## src/rtl/fir_pkg.sv

```systemverilog
// Shared types, width helpers and narrowing for the FIR MAC engine.
package fir_pkg;

  typedef enum logic [1:0] {
    IDLE,
    MAC,
    OUT
  } state_t;

  function automatic int unsigned wclog2(
    input int unsigned n
  );
    return (n < 2) ? 1 : $clog2(n);
  endfunction

  function automatic int unsigned acc_w(
    input int unsigned dw,
    input int unsigned cw,
    input int unsigned taps
  );
    return dw + cw + $clog2(taps);
  endfunction

  // Clamp to ow-bit signed range when sat is set; otherwise pass through.
  function automatic logic signed [127:0] clamp(
    input logic signed [127:0] v,
    input int unsigned         ow,
    input logic                sat
  );
    logic signed [127:0] hi;
    logic signed [127:0] lo;
    hi = (128'sd1 <<< (ow - 1)) - 128'sd1;
    lo = ~hi;
    if (sat && v > hi) return hi;
    if (sat && v < lo) return lo;
    return v;
  endfunction

  function automatic logic clipped(
    input logic signed [127:0] v,
    input int unsigned         ow
  );
    logic signed [127:0] hi;
    logic signed [127:0] lo;
    hi = (128'sd1 <<< (ow - 1)) - 128'sd1;
    lo = ~hi;
    return (v > hi) || (v < lo);
  endfunction

endpackage

```

## src/rtl/fir_mac_unit.sv

```systemverilog
// Signed multiply-accumulate with shift and narrowing output register.
// FIR_SATURATE_EN selects clamping plus clip flag instead of wrap.
module fir_mac_unit
  import fir_pkg::*;
#(
  parameter int DATA_W = 16,
  parameter int COEF_W = 16,
  parameter int ACC_W  = 35,
  parameter int OUT_W  = 16,
  parameter int SHIFT  = 0
) (
  input  logic              clk,
  input  logic              rst_n,
  input  logic              clr,
  input  logic              en,
  input  logic              load,
  input  logic [DATA_W-1:0] a,
  input  logic [COEF_W-1:0] b,
  output logic [OUT_W-1:0]  result,
  output logic              clip
);

  localparam int PW = DATA_W + COEF_W;

`ifdef FIR_SATURATE_EN
  localparam logic SAT = 1'b1;
`else
  localparam logic SAT = 1'b0;
`endif

  logic signed [PW-1:0]    prod;
  logic signed [ACC_W-1:0] acc;
  logic signed [127:0]     wide;

  assign prod = PW'($signed(a)) * PW'($signed(b));
  assign wide = 128'(acc >>> SHIFT);

  always_ff @(posedge clk or negedge rst_n) begin
    if (!rst_n) begin
      acc <= '0;
    end else if (clr) begin
      acc <= '0;
    end else if (en) begin
      acc <= acc + ACC_W'(prod);
    end
  end

  always_ff @(posedge clk or negedge rst_n) begin
    if (!rst_n) begin
      result <= '0;
    end else if (load) begin
      result <= OUT_W'(clamp(wide, OUT_W, SAT));
    end
  end

`ifdef FIR_SATURATE_EN
  logic clip_r;

  always_ff @(posedge clk or negedge rst_n) begin
    if (!rst_n) begin
      clip_r <= 1'b0;
    end else if (load) begin
      clip_r <= clipped(wide, OUT_W);
    end
  end

  assign clip = clip_r;
`else
  assign clip = 1'b0;
`endif

endmodule

```

## src/rtl/fir_mac_engine.sv

```systemverilog
// Multi-channel time-multiplexed FIR engine: delay lines, coef RAM, FSM.
// FIR_SATURATE_EN enables output clamping and sat_flag.
module fir_mac_engine
  import fir_pkg::*;
#(
  parameter  int DATA_W   = 16,
  parameter  int COEF_W   = 16,
  parameter  int TAPS     = 5,
  parameter  int CHANNELS = 2,
  parameter  int OUT_W    = 16,
  parameter  int SHIFT    = 0,
  localparam int CH_W     = wclog2(CHANNELS),
  localparam int AW       = wclog2(TAPS)
) (
  input  logic              clock,
  input  logic              reset,
  input  logic              coef_we,
  input  logic [AW-1:0]     coef_addr,
  input  logic [COEF_W-1:0] coef_wdata,
  input  logic              clear_hist,
  input  logic              in_valid,
  output logic              in_ready,
  input  logic [DATA_W-1:0] in_data,
  input  logic [CH_W-1:0]   in_chan,
  output logic              out_valid,
  input  logic              out_ready,
  output logic [OUT_W-1:0]  out_data,
  output logic [CH_W-1:0]   out_chan,
  output logic              busy,
  output logic              sat_flag
);

  localparam int ACC_W = acc_w(DATA_W, COEF_W, TAPS);
  localparam int TW    = wclog2(TAPS + 1);

  state_t            state;
  state_t            nxt;
  logic [TW-1:0]     tap;
  logic [CH_W-1:0]   ch;
  logic [AW-1:0]     ti;
  logic [DATA_W-1:0] hist [CHANNELS][TAPS];
  logic [COEF_W-1:0] coef [TAPS];
  logic              idle;
  logic              legal;
  logic              accept;
  logic              last;
  logic              mac_en;
  logic              mac_ld;

  assign idle   = (state == IDLE);
  assign legal  = 32'(in_chan) < CHANNELS;
  assign accept = idle && in_valid && legal;
  assign last   = (tap == TW'(TAPS));
  assign mac_en = (state == MAC) && !last;
  assign mac_ld = (state == MAC) && last;
  assign ti     = last ? '0 : tap[AW-1:0];

  always_ff @(posedge clock or negedge reset) begin
    if (!reset) state <= IDLE;
    else        state <= nxt;
  end

  always_comb begin
    nxt = state;
    unique case (state)
      IDLE:    if (accept)    nxt = MAC;
      MAC:     if (last)      nxt = OUT;
      OUT:     if (out_ready) nxt = IDLE;
      default:                nxt = IDLE;
    endcase
  end

  always_ff @(posedge clock or negedge reset) begin
    if (!reset) begin
      tap <= '0;
      ch  <= '0;
    end else if (accept) begin
      tap <= '0;
      ch  <= in_chan;
    end else if (state == MAC) begin
      tap <= tap + 1'b1;
    end
  end

  // Clear is ordered before the shift-in so the sample lands in a zeroed line.
  always_ff @(posedge clock or negedge reset) begin
    if (!reset) begin
      for (int c = 0; c < CHANNELS; c++)
        for (int t = 0; t < TAPS; t++)
          hist[c][t] <= '0;
    end else if (idle) begin
      if (clear_hist)
        for (int c = 0; c < CHANNELS; c++)
          for (int t = 0; t < TAPS; t++)
            hist[c][t] <= '0;
      if (accept) begin
        for (int t = TAPS - 1; t > 0; t--)
          hist[in_chan][t] <= clear_hist ? '0 : hist[in_chan][t-1];
        hist[in_chan][0] <= in_data;
      end
    end
  end

  always_ff @(posedge clock or negedge reset) begin
    if (!reset) begin
      for (int t = 0; t < TAPS; t++)
        coef[t] <= '0;
    end else if (idle && coef_we && 32'(coef_addr) < TAPS) begin
      coef[coef_addr] <= coef_wdata;
    end
  end

  fir_mac_unit #(
    .DATA_W (DATA_W),
    .COEF_W (COEF_W),
    .ACC_W  (ACC_W),
    .OUT_W  (OUT_W),
    .SHIFT  (SHIFT)
  ) u_mac (
    .clk    (clock),
    .rst_n  (reset),
    .clr    (accept),
    .en     (mac_en),
    .load   (mac_ld),
    .a      (hist[ch][ti]),
    .b      (coef[ti]),
    .result (out_data),
    .clip   (sat_flag)
  );

  assign in_ready  = idle;
  assign busy      = !idle;
  assign out_valid = (state == OUT);
  assign out_chan  = ch;

endmodule

```

## config.mk

```make
export PLATFORM = sky130hd
export DESIGN_NAME = fir_mac_engine
export DESIGN_NICKNAME = d
export VERILOG_FILES = /design/src/rtl/fir_pkg.sv /design/src/rtl/fir_mac_unit.sv /design/src/rtl/fir_mac_engine.sv
export SDC_FILE = /design/constraint.sdc
export NUM_CORES = 1
export LEC_CHECK = 0
export ABC_CLOCK_PERIOD_IN_PS = 10710
export CORE_ASPECT_RATIO = 1.75
export CORE_UTILIZATION = 55
export DETAILED_ROUTE_END_ITERATION = 8
export HOLD_SLACK_MARGIN = 0.03
export PLACE_DENSITY = 0.71
export REMOVE_ABC_BUFFERS = 1
export SYNTH_ARGS = -nofsm -noshare
export SYNTH_HDL_FRONTEND = slang
export SYNTH_SLANG_ARGS = --single-unit
```

## constraint.sdc

```tcl
create_clock -name clock -period 10.71 [get_ports clock]
set_input_delay 2.142 -clock clock [delete_from_list [all_inputs] [get_ports clock]]
set_output_delay 2.142 -clock clock [all_outputs]
set_load 0.02 [all_outputs]
```

# ---- After elaboration in Yosys (flattened, before gate mapping)
# Index checks and enable logic that the tools add are counted.
dict set report classes {
  n_eq_ne 6
  n_reduce_logical 13
  bitwise 4
  magnitude_cmp 7
  mul 1
  mux 46
  addsub 2
}
# op n
set ops {}
lappend ops {{$bwmux W160} 5}
lappend ops {{$mux W80} 7}
lappend ops {{$mux W160} 3}
lappend ops {{$demux W80 S1} 5}
lappend ops {{$mux W16} 10}
lappend ops {{$bmux W16 S3} 2}
lappend ops {{$bwmux W80} 1}
lappend ops {{$mux W35} 2}
lappend ops {{$mux W64} 1}
lappend ops {{$demux W16 S3} 1}
lappend ops {{$mux W48} 1}
lappend ops {{$add A35 B32 Y35} 1}
lappend ops {{$mul A16 B16 Y32} 1}
lappend ops {{$mux W32} 1}
lappend ops {{$mux W3} 3}
lappend ops {{$ge A4 B4 Y1 const B} 2}
lappend ops {{$not A3 Y4} 2}
lappend ops {{$logic_and A1 B1 Y1} 7}
lappend ops {{$mux W2} 3}
lappend ops {{$pmux W2 S3} 1}
lappend ops {{$ge A2 B2 Y1 const B} 2}
lappend ops {{$lt A4 B1 Y1 const B} 1}
lappend ops {{$ne A2 B1 Y1 const B} 2}
lappend ops {{$not A1 Y2} 2}
lappend ops {{other kinds (11)} 13}
dict set report word_totals {
  in_bits 42
  reg_bits 297
  out_inout_bits 21
  wordCells 99
}

# ---- Logic depth before layout (Yosys ltp)
dict set report depth {
  ltp_word 11
  mapped_depth 33
  depth_no_buf 29
}

# ---- Hierarchy
# A second synthesis with hierarchy kept.
dict set report unflattened {
  hier_cells 1430
  area_unflattened_um2 16842.4
}
# module instances cells_per_inst area_per_inst_um2 seq_area_each_um2
set by_module_without_submodules {}
lappend by_module_without_submodules {fir_mac_engine 1 771 10850.4 6155.9}
lappend by_module_without_submodules {fir_mac_unit 1 659 5992.0 800.8}

# ---- Worst setup path before layout
# OpenSTA, ideal clock, no wires.
dict set report synth_path {
  kind {reg-to-reg}
  from {register tap[1]}
  to {register u_mac.acc[15]}
  n_path_buf 4
  t_arrival_ns 7.076
  period_less_slack_ns 7.205
  stages_incl_launch_ff 29
  setup_ns 0.129
  slack_ns 3.505
  required_ns 10.581
  path_cell_list {dfrtp_1 > buf_2 > inv_1 > ha_1 > or2b_1 > clkbuf_1 > nor3_1 > buf_2 > buf_2 > a32o_1 > nand2b_1 > fa_1 > inv_1 > fa_1 > inv_1 > fa_1 > fa_1 > fa_1 > fa_1 > xnor2_1 > xnor2_1 > xnor3_1 > xnor3_1 > xnor2_1 > xnor3_1 > xnor3_1 > xnor3_1 > xnor2_1 > o21ai_1}
}
dict set report synth_between {
  elab_chain_len 10
  word_cells_on_any_way 16
  classes_between {add/sub: 1; mul: 1; eq/ne: 1; mux: 9; bitwise: 1; reduce/logical: 3}
}
# item line_no
set synth_rtl {}
lappend synth_rtl {{from (decl)} fir_mac_engine.sv:38} ;# logic [TW-1:0] tap;
lappend synth_rtl {{from (signal assigned)} fir_mac_engine.sv:81} ;# tap <= tap + 1'b1;
lappend synth_rtl {{$eq A3 B3 Y1} fir_mac_engine.sv:53} ;# assign last = (tap == TW'(TAPS));
lappend synth_rtl {{$mux W3} fir_mac_engine.sv:56} ;# assign ti = last ? '0 : tap[AW-1:0];
lappend synth_rtl {{$not A3 Y4 (implied by the code)} {fir_mac_engine.sv:125, fir_mac_engine.sv:126}}
lappend synth_rtl {{$bmux W16 S3 (on tied branches)} {fir_mac_engine.sv:125, fir_mac_engine.sv:126}}
lappend synth_rtl {{$mux W16 (on tied branches) (2 in series)} {fir_mac_engine.sv:125, fir_mac_engine.sv:126}}
lappend synth_rtl {{$mul A16 B16 Y32} fir_mac_unit.sv:35} ;# assign prod = PW'($signed(a)) * PW'($signed(b));
lappend synth_rtl {{$add A35 B32 Y35} fir_mac_unit.sv:44} ;# acc <= acc + ACC_W'(prod);
lappend synth_rtl {{$mux W35} fir_mac_unit.sv:43} ;# end else if (en) begin
lappend synth_rtl {{$mux W35} fir_mac_unit.sv:41} ;# end else if (clr) begin
lappend synth_rtl {{to (signal assigned)} fir_mac_unit.sv:44}
lappend synth_rtl {{to (decl)} fir_mac_unit.sv:32} ;# logic signed [ACC_W-1:0] acc;
# Several ways; a longest one is shown, not always the timed one. The select of a mux whose other input is x is not followed.
# A chain may end at the register's enable or synchronous reset.

# ---- Worst setup path after layout
# Ends and elaborated chain as after synthesis.

==> impl_results.md <==
* Fin cells at 1976
* Post-Synth XOR/XNOR Area at under 10%
* Die area at 31400 um2
* Drt pass-1 iters at 5
* Global-route wire length before repair at 68000 um
* Hold-fix buffers, CTS at 0
* Compound-Gate Fraction of Synth Area at 12.9%
* Setup crit end kind: register
* Largest cells by area after synthesis: dfrtp_1 (41%), fa_1 (11%), mux2_2 (7.4%)
* Crit path top cell by count: fa_1
* Critical path required time at 11.11 ns
* Reg-to-reg endpoint: u_mac.acc[15]
* Reg2reg start: tap[1]
* Row cnt at 84
* Post-synth EDFFs at 0
* Worst-Margin Slew at 1.15 ns
* Crit path time final at ~8.7 ns
* CTS Buffer Depth at 3
* Worst Hold End: hist[10]
* Placed instance area at 17800 um2
* Maxcap violations at 0
* Max-slew headroom at 23.0%
* Drt wl/cell at 21.0 um
* Yosys top cell area share at 41.2%
* Global route total overflow at 0
* # placed instances at 1926
* Largest family of logic cells by synthesized area: adder cells
* Cell family with most CP delay: adder cells
* Setup tns final at 0 ns
* CTS tree: built
* Synth Register Bits at 278
* WS Path Type: register to register
* Simple-gate share of the synthesized area at 8.75%
* Post-Syn Area at 16900 um2
* Final Skew at 0.0133 ns
* Setup slack, reg-to-reg at 2.02 ns
* Synth cell count leaders: dfrtp_1 (278), inv_1 (189), nand2_1 (179)
* # diodes at 0
* Final worst-path cycle share at 81.2%
* Syn avg cell area at 11.0 um2
* Final hold vios at 0
* Number of antenna violations at the first check in global routing at 0
* Largest net degree at the start of global routing at between 150 and 200
* Routed wire length at 41600 um
* DR DRC count at 0
* Type of origin of the critical path: register
* Layout cell share with drive strength beyond 1 at 14.5%
* Core box area at 30100 um2
* Synth Flop Type: dfrtp_1
* Post-Layout Inst Area at 18800 um2
* Hold Startpoint: hist[10]
* FMAX at 115 MHz
* Max Slew Vio Count at 0
* Final Hold Slack at 0.497 ns
* RSZ-0062 raised after global routing: no
* Outcome: finished clean
* GP Congestion at 0.966
* Post-synthesis mux area share at 12.1%
* Root Buffer: clkbuf_16
* Total GRT Usage at between 20 and 30%
* Sequential share of the synthesized area at 41.2%
* DRT iter0 DRCs at 640
* Clk slew on worst S/H paths at 0.07 ns
* Max incr delay on CP at 0.60 ns
* Post-CTS setup buffers at 0
* Synth async-reset ratio at 100%
* Cell variety after synth at 63
* Synth warnings at 0
* Num CTS Buffers at 27
* CP Max Fanout at 21
* Endpoints failing setup at 0
* Final ANT Viol Nets at 0
* Cells after Synth at 1539
* WP data arrival at approximately 9.1 ns
* Clk sinks at 278
* # IOs at 63
* Hold Path Stages at 1
* Port Buffers at slightly above 60
* Area grow syn2layout at 11.5%
* DP HPWL at 30300 um
* Post_cts resized at 0
* Synth Area in Adders at 16.1%
* Worst path slowest cell: nor3_2
* Worst reg2reg path depth at 26
* Layout Nets at 1771
* Starting Density at roughly 56%
* Leading area contributor after synthesis: dfrtp_1
* Vias after detailed routing at 11765
* Vias per std cell at a little under 6
* Vias in the first global route at 12414
* Count leader, synth: dfrtp_1
* CP Buf/Inv Count at 4
* Htree depth at 1
* Die width at around 130 um
* Die height at ~230 um
* Hold Crit Class: register to register
* Clk_lat worst skew at 0.55 ns
## flip-flops by register name (all words and copies together) (netlist names)
signal / count
hist: 160
coef: 80
u_mac.acc: 16
u_mac.result: 16
tap: 3
state: 2
out_chan: 1
## cell families after synthesis
family	Yosys count
AND/OR/NAND/NOR	342
adder cells (fa/ha/maj)	161
other	1
AO/OA/AOI/OAI	291
flip-flops	278
multiplexers	155
XOR/XNOR	38
buffers and inverters	273
## per-layer routing
metal  global-route usage, %  share of wire [%]
met1                    34.2                 39
met2                    49.5                 52
met3                    3.54                4.4
met4                    13.2                4.6
met5                       0                  0
## final cells by class
type,count,area (um2)
clock inverter,17,258
clock buffer,33,748
tap,387,484
fill,2547,11200
sequential,278,6960
inverter,189,709
multi-input combinational,988,8860
timing repair buffer,84,801
## stage by stage
step,utilization [%],worst slack (ns)
2_1_floorplan,-,1.55
6_report,62.6,2.02
4_1_cts,62.6,2.09
3_5_place_dp,59.3,2.19
5_1_grt,62.6,1.54
3_3_place_gp,59.3,2.44
## cell usage in the layout (no fill, tap or decap), drive strengths merged, types with 15 or more instances in the layout
| cell | Yosys | layout |
|---|---|---|
| a21oi | 27 | 27 |
| a22o | 130 | 130 |
| buf | 27 | 24 |
| clkbuf | 57 | 33 |
| clkdlybuf4s50 | 0 | 60 |
| dfrtp | 278 | 278 |
| fa | 93 | 93 |
| ha | 68 | 68 |
| inv | 189 | 192 |
| mux2 | 111 | 111 |
| mux2i | 16 | 16 |
| mux4 | 28 | 28 |
| nand2 | 179 | 179 |
| nand2b | 15 | 15 |
| nor2 | 83 | 83 |
| o21ai | 60 | 60 |
| xnor2 | 27 | 27 |
## worst register-to-register path, stage by stage, from the launching register on
cell      delay (ns)
dfrtp_1         0.59
inv_1           0.21
ha_1            0.40
or2b_1          0.56
nor3_2          0.60
buf_4           0.37
nand2_1         0.08
a211o_1         0.50
nand2b_1        0.27
fa_1            0.36
inv_1           0.08
fa_1            0.41
inv_1           0.09
fa_1            0.43
fa_1            0.52
fa_1            0.52
fa_1            0.44
xnor2_1         0.15
xnor2_1         0.21
xnor3_1         0.34
xnor3_1         0.21
xnor2_1         0.19
xnor3_1         0.25
xnor3_1         0.22
xnor3_1         0.27
xnor2_1         0.18
o21ai_1         0.09
## worst max path at each step
stage | from | end | cells after the start
after floorplan | tap[0] | u_mac.acc[15] | 23
after global placement | tap[1] | u_mac.acc[15] | 26
after detailed placement | tap[1] | u_mac.acc[15] | 26
after CTS | tap[1] | u_mac.acc[15] | 26
after global routing | tap[1] | u_mac.acc[15] | 26
final | tap[1] | u_mac.acc[15] | 26
Power is left out: the tool's default activity adds up to more than one toggle a clock period on the data nets, which glitch-free logic cannot reach.
==> edit 1: new RTL, same flow settings <==
Build with the macro `FIR_SATURATE_EN` defined.
--- a/src/rtl/fir_mac_unit.sv
+++ b/src/rtl/fir_mac_unit.sv
@@ -1,4 +1,6 @@
 // Signed multiply-accumulate with shift and narrowing output register.
 // FIR_SATURATE_EN selects clamping plus clip flag instead of wrap.
+`define FIR_SATURATE_EN
+
 module fir_mac_unit
   import fir_pkg::*;
Function: no difference found for any inputs over 4 cycles, from zero or initial values and one cycle with reset low; that may be too few to reach the edited logic, so the function may still have changed.
==> edit 1 against the unedited design <==
Design area rose by 39%; area after synthesis rose by 42%; sequential share of layout area fell by 8.5 points; sequential cell count rose by 20; routed wire length rose by 53%; worst setup slack got worse by 0.75 ns; critical endpoint is now u_mac.acc[32]$_DFFE_PN0P_; largest cell class unchanged; highest routed layer unchanged.
Power is left out: the tool's default activity adds up to more than one toggle a clock period on the data nets, which glitch-free logic cannot reach.
==> edit 1: results (changes against the unedited design) <==
critical_path:
  rrSetupSlack_ns: 1.26  # was 2.02 ns
  crit_arrival_ns: 9.92  # was 9.10 ns
  reg2reg_to: "u_mac.acc[32]$_DFFE_PN0P_"  # was u_mac.acc[15]$_DFFE_PN0P_
  critical_path.max_stage_delay_ns: 1.08  # was 0.60 ns
grt:
  grt_pass1_vias: 18545  # was 12414
  grt.total_usage_pct: 30.0  # was 28.1%
  grt_max_degree: 188  # was 180
  grt_pass1_wl_um: 102000  # was 68000 µm
route:
  viasPerCell: 6.00  # was 5.95
  drt_iter0_drc: 1122  # was 640
  firstDrtPassIters: 7  # was 5
worst_hold_path:
  holdPathEnd: "u_mac.result[5]$_DFFE_PN0P_"  # was hist[10]$_DFFE_PN0P_
  hold_depth: 2  # was 1
  holdCritStartpoint: "u_mac.result[5]$_DFFE_PN0P_"  # was hist[10]$_DFFE_PN0P_
synthesis:
  synth_area_leaders: "dfrtp_1 31%, fa_1 26%, a22o_1 6.0%"  # was dfrtp_1 41%, fa_1 11%, mux2_2 7.4%
  yosys-top-cells-count: "365 x inv_1, 310 x fa_1, 298 x dfrtp_1"  # was 278 x dfrtp_1, 189 x inv_1, 179 x nand2_1
  synth_xor_area_share_pct: 1.24  # was 2.43%
  synthAdderAreaFrac_pct: 31.3  # was 16.1%
  synth_compound_area_share_pct: 12.0  # was 12.9%
finish:
  nets: 2715  # was 1771
  n_all_buffers: 95  # was 84
  inverters: 365  # was 189
run_status:
  status: "finished, final reports clean"  # unchanged
clock_network:
  worstSkewPairLatency_ns: 0.59  # was 0.55 ns
timing:
  max_freq_mhz: 106  # was 115 MHz
  clock_skew_ns: 0.0457  # was 0.0133 ns
-- edit 1: changes by cell type after synthesis, sizes merged, moves of 14 or more --
cell    change
a21oi      +30
a22o       +34
buf        -14
clkbuf     +30
dfrtp      +20
fa        +217
ha         +38
inv       +176
mux2       -30
mux2i      +32
nand2      +32
nor2       +86
o22a       +17
-- edit 1: through the flow --
| step | hold WS, ns | std cells | instance area, µm² |
|---|---|---|---|
| detailed placement | 0.469 | 2794 | 25300 |
| global placement | 0.462 | 2794 | 25300 |
| global route | 0.509 | 2844 | 26200 |
| floorplan | 0.466 | 2133 | 23600 |
| finish | 0.477 | 2844 | 26200 |
| CTS | 0.485 | 2844 | 26200 |
-- edit 1: layer usage --
metal	share of wire, %	wire length (µm)	track usage [%]	vias up
met2	53	33900	54.3	563
li1	-	-	-	7415
met3	4.0	2560	2.65	217
met1	36	22800	34.2	8855
met4	6.9	4360	17.8	0
met5	0	0	0	-
==> edit 2: new RTL, same settings <==
Made on the original files. Re-encode `state_t` (3 states) as one-hot, 3 bits wide.
--- a/src/rtl/fir_pkg.sv
+++ b/src/rtl/fir_pkg.sv
@@ -2,8 +2,8 @@
 package fir_pkg;
 
-  typedef enum logic [1:0] {
-    IDLE,
-    MAC,
-    OUT
+  typedef enum logic [2:0] {
+    IDLE = 3'b001,
+    MAC  = 3'b010,
+    OUT  = 3'b100
   } state_t;
 
Check against the original RTL: same outputs for any inputs over 4 cycles, from zero or initial values and one cycle with reset low; so few cycles prove little.
==> edit 2 against the unedited design <==
Sequential cell count up 1; worst setup slack worse by 0.20 ns; routed wire length down 0.82%; design area down 1.5%; cell count down 4.3%; first-iteration DRC count up 5.0%; die area down 1.2%; area after synthesis down 1.2%.
Power is not shown: default switching activity piles up to over one toggle a cycle in this logic, so the estimate is an artifact.
==> edit 2: results (changes against the unedited design) <==
critical_path:
  crit_arrival_ns: 9.33  # was 9.10 ns
  crit_fanout: 28  # was 21
  reg2reg_depth: 28  # was 26
  slowest_stage: "a211oi_2"  # was nor3_2
finish:
  num-multi-input-gates: 908  # was 988
  fillCellCount: 2454  # was 2547
  nets: 1689  # was 1771
  n_all_buffers: 89  # was 84
  clk_share_pct: 4.61  # was 5.35%
  clkbuf_count: 35  # was 33
  bufAreaShareNonClock_pct: 4.52  # was 4.26%
  sh_seq_area_pct: 37.7  # was 37.0%
timing:
  hold_ws_ns: 0.502  # was 0.497 ns
  setup_ws_ns: 1.81  # was 2.02 ns
  tightestPinTransition_ns: 1.22  # was 1.15 ns
placement:
  detailed_place_hpwl_um: 29200  # was 30300 µm
  dp.cells: 1844  # was 1926
  gp_congestion: 0.870  # was 0.966
  dpl_worst_slack_ns: 1.89  # was 2.19 ns
synthesis:
  ys_seq_elements: 279  # was 278
  synth_xor_area_share_pct: 2.32  # was 2.43%
  ys_seq_area_share_pct: 41.9  # was 41.2%
  synth_compound_area_share_pct: 15.0  # was 12.9%
  synth_cells: 1451  # was 1539
  synth_cell_types: 64  # was 63
route:
  drt_iter0_drc: 672  # was 640
  wl_met1_um: 15700  # was 16300 µm
  wirelength_um: 41200  # was 41600 µm
  wl_met3_um: 1730  # was 1840 µm
  viasPerCell: 6.11  # was 5.95
  vias: 11560  # was 11765
grt:
  grt.total_usage_pct: 27.9  # was 28.1%
  grt_pass1_vias: 12476  # was 12414
  grt_pass1_wl_um: 67000  # was 68000 µm
worst_hold_path:
  holdCritStartpoint: "hist[90]$_DFFE_PN0P_"  # was hist[10]$_DFFE_PN0P_
run_status:
  status: "finished, final reports clean"  # unchanged
edit 2: changes by cell type in the layout (fill, tap and decap cells not counted), sizes merged, moves of 12 or more:
cell / before / now
a21oi: 27 / 45
a22o: 130 / 177
nand2: 179 / 64
o21ai: 60 / 10
nor3: 3 / 16
a31oi: 14 / 2
nor2: 83 / 103
mux2i: 16 / 38
edit 2: metal layers:
metal,global-route usage (%),up-vias
met5,0,-
li1,-,5086
met4,14.1,0
met1,32.7,5980
met3,2.75,128
met2,50.6,366
edit 2: worst max-delay path, delay by kind of cell (launching register included):
family | cells | cell delay, ns
compound gates | 5 | 2.16
xor+xnor | 10 | 1.82
fa+ha+maj | 7 | 2.90
buf+inv | 5 | 1.14
flops | 1 | 0.59
simple gates | 1 | 0.16
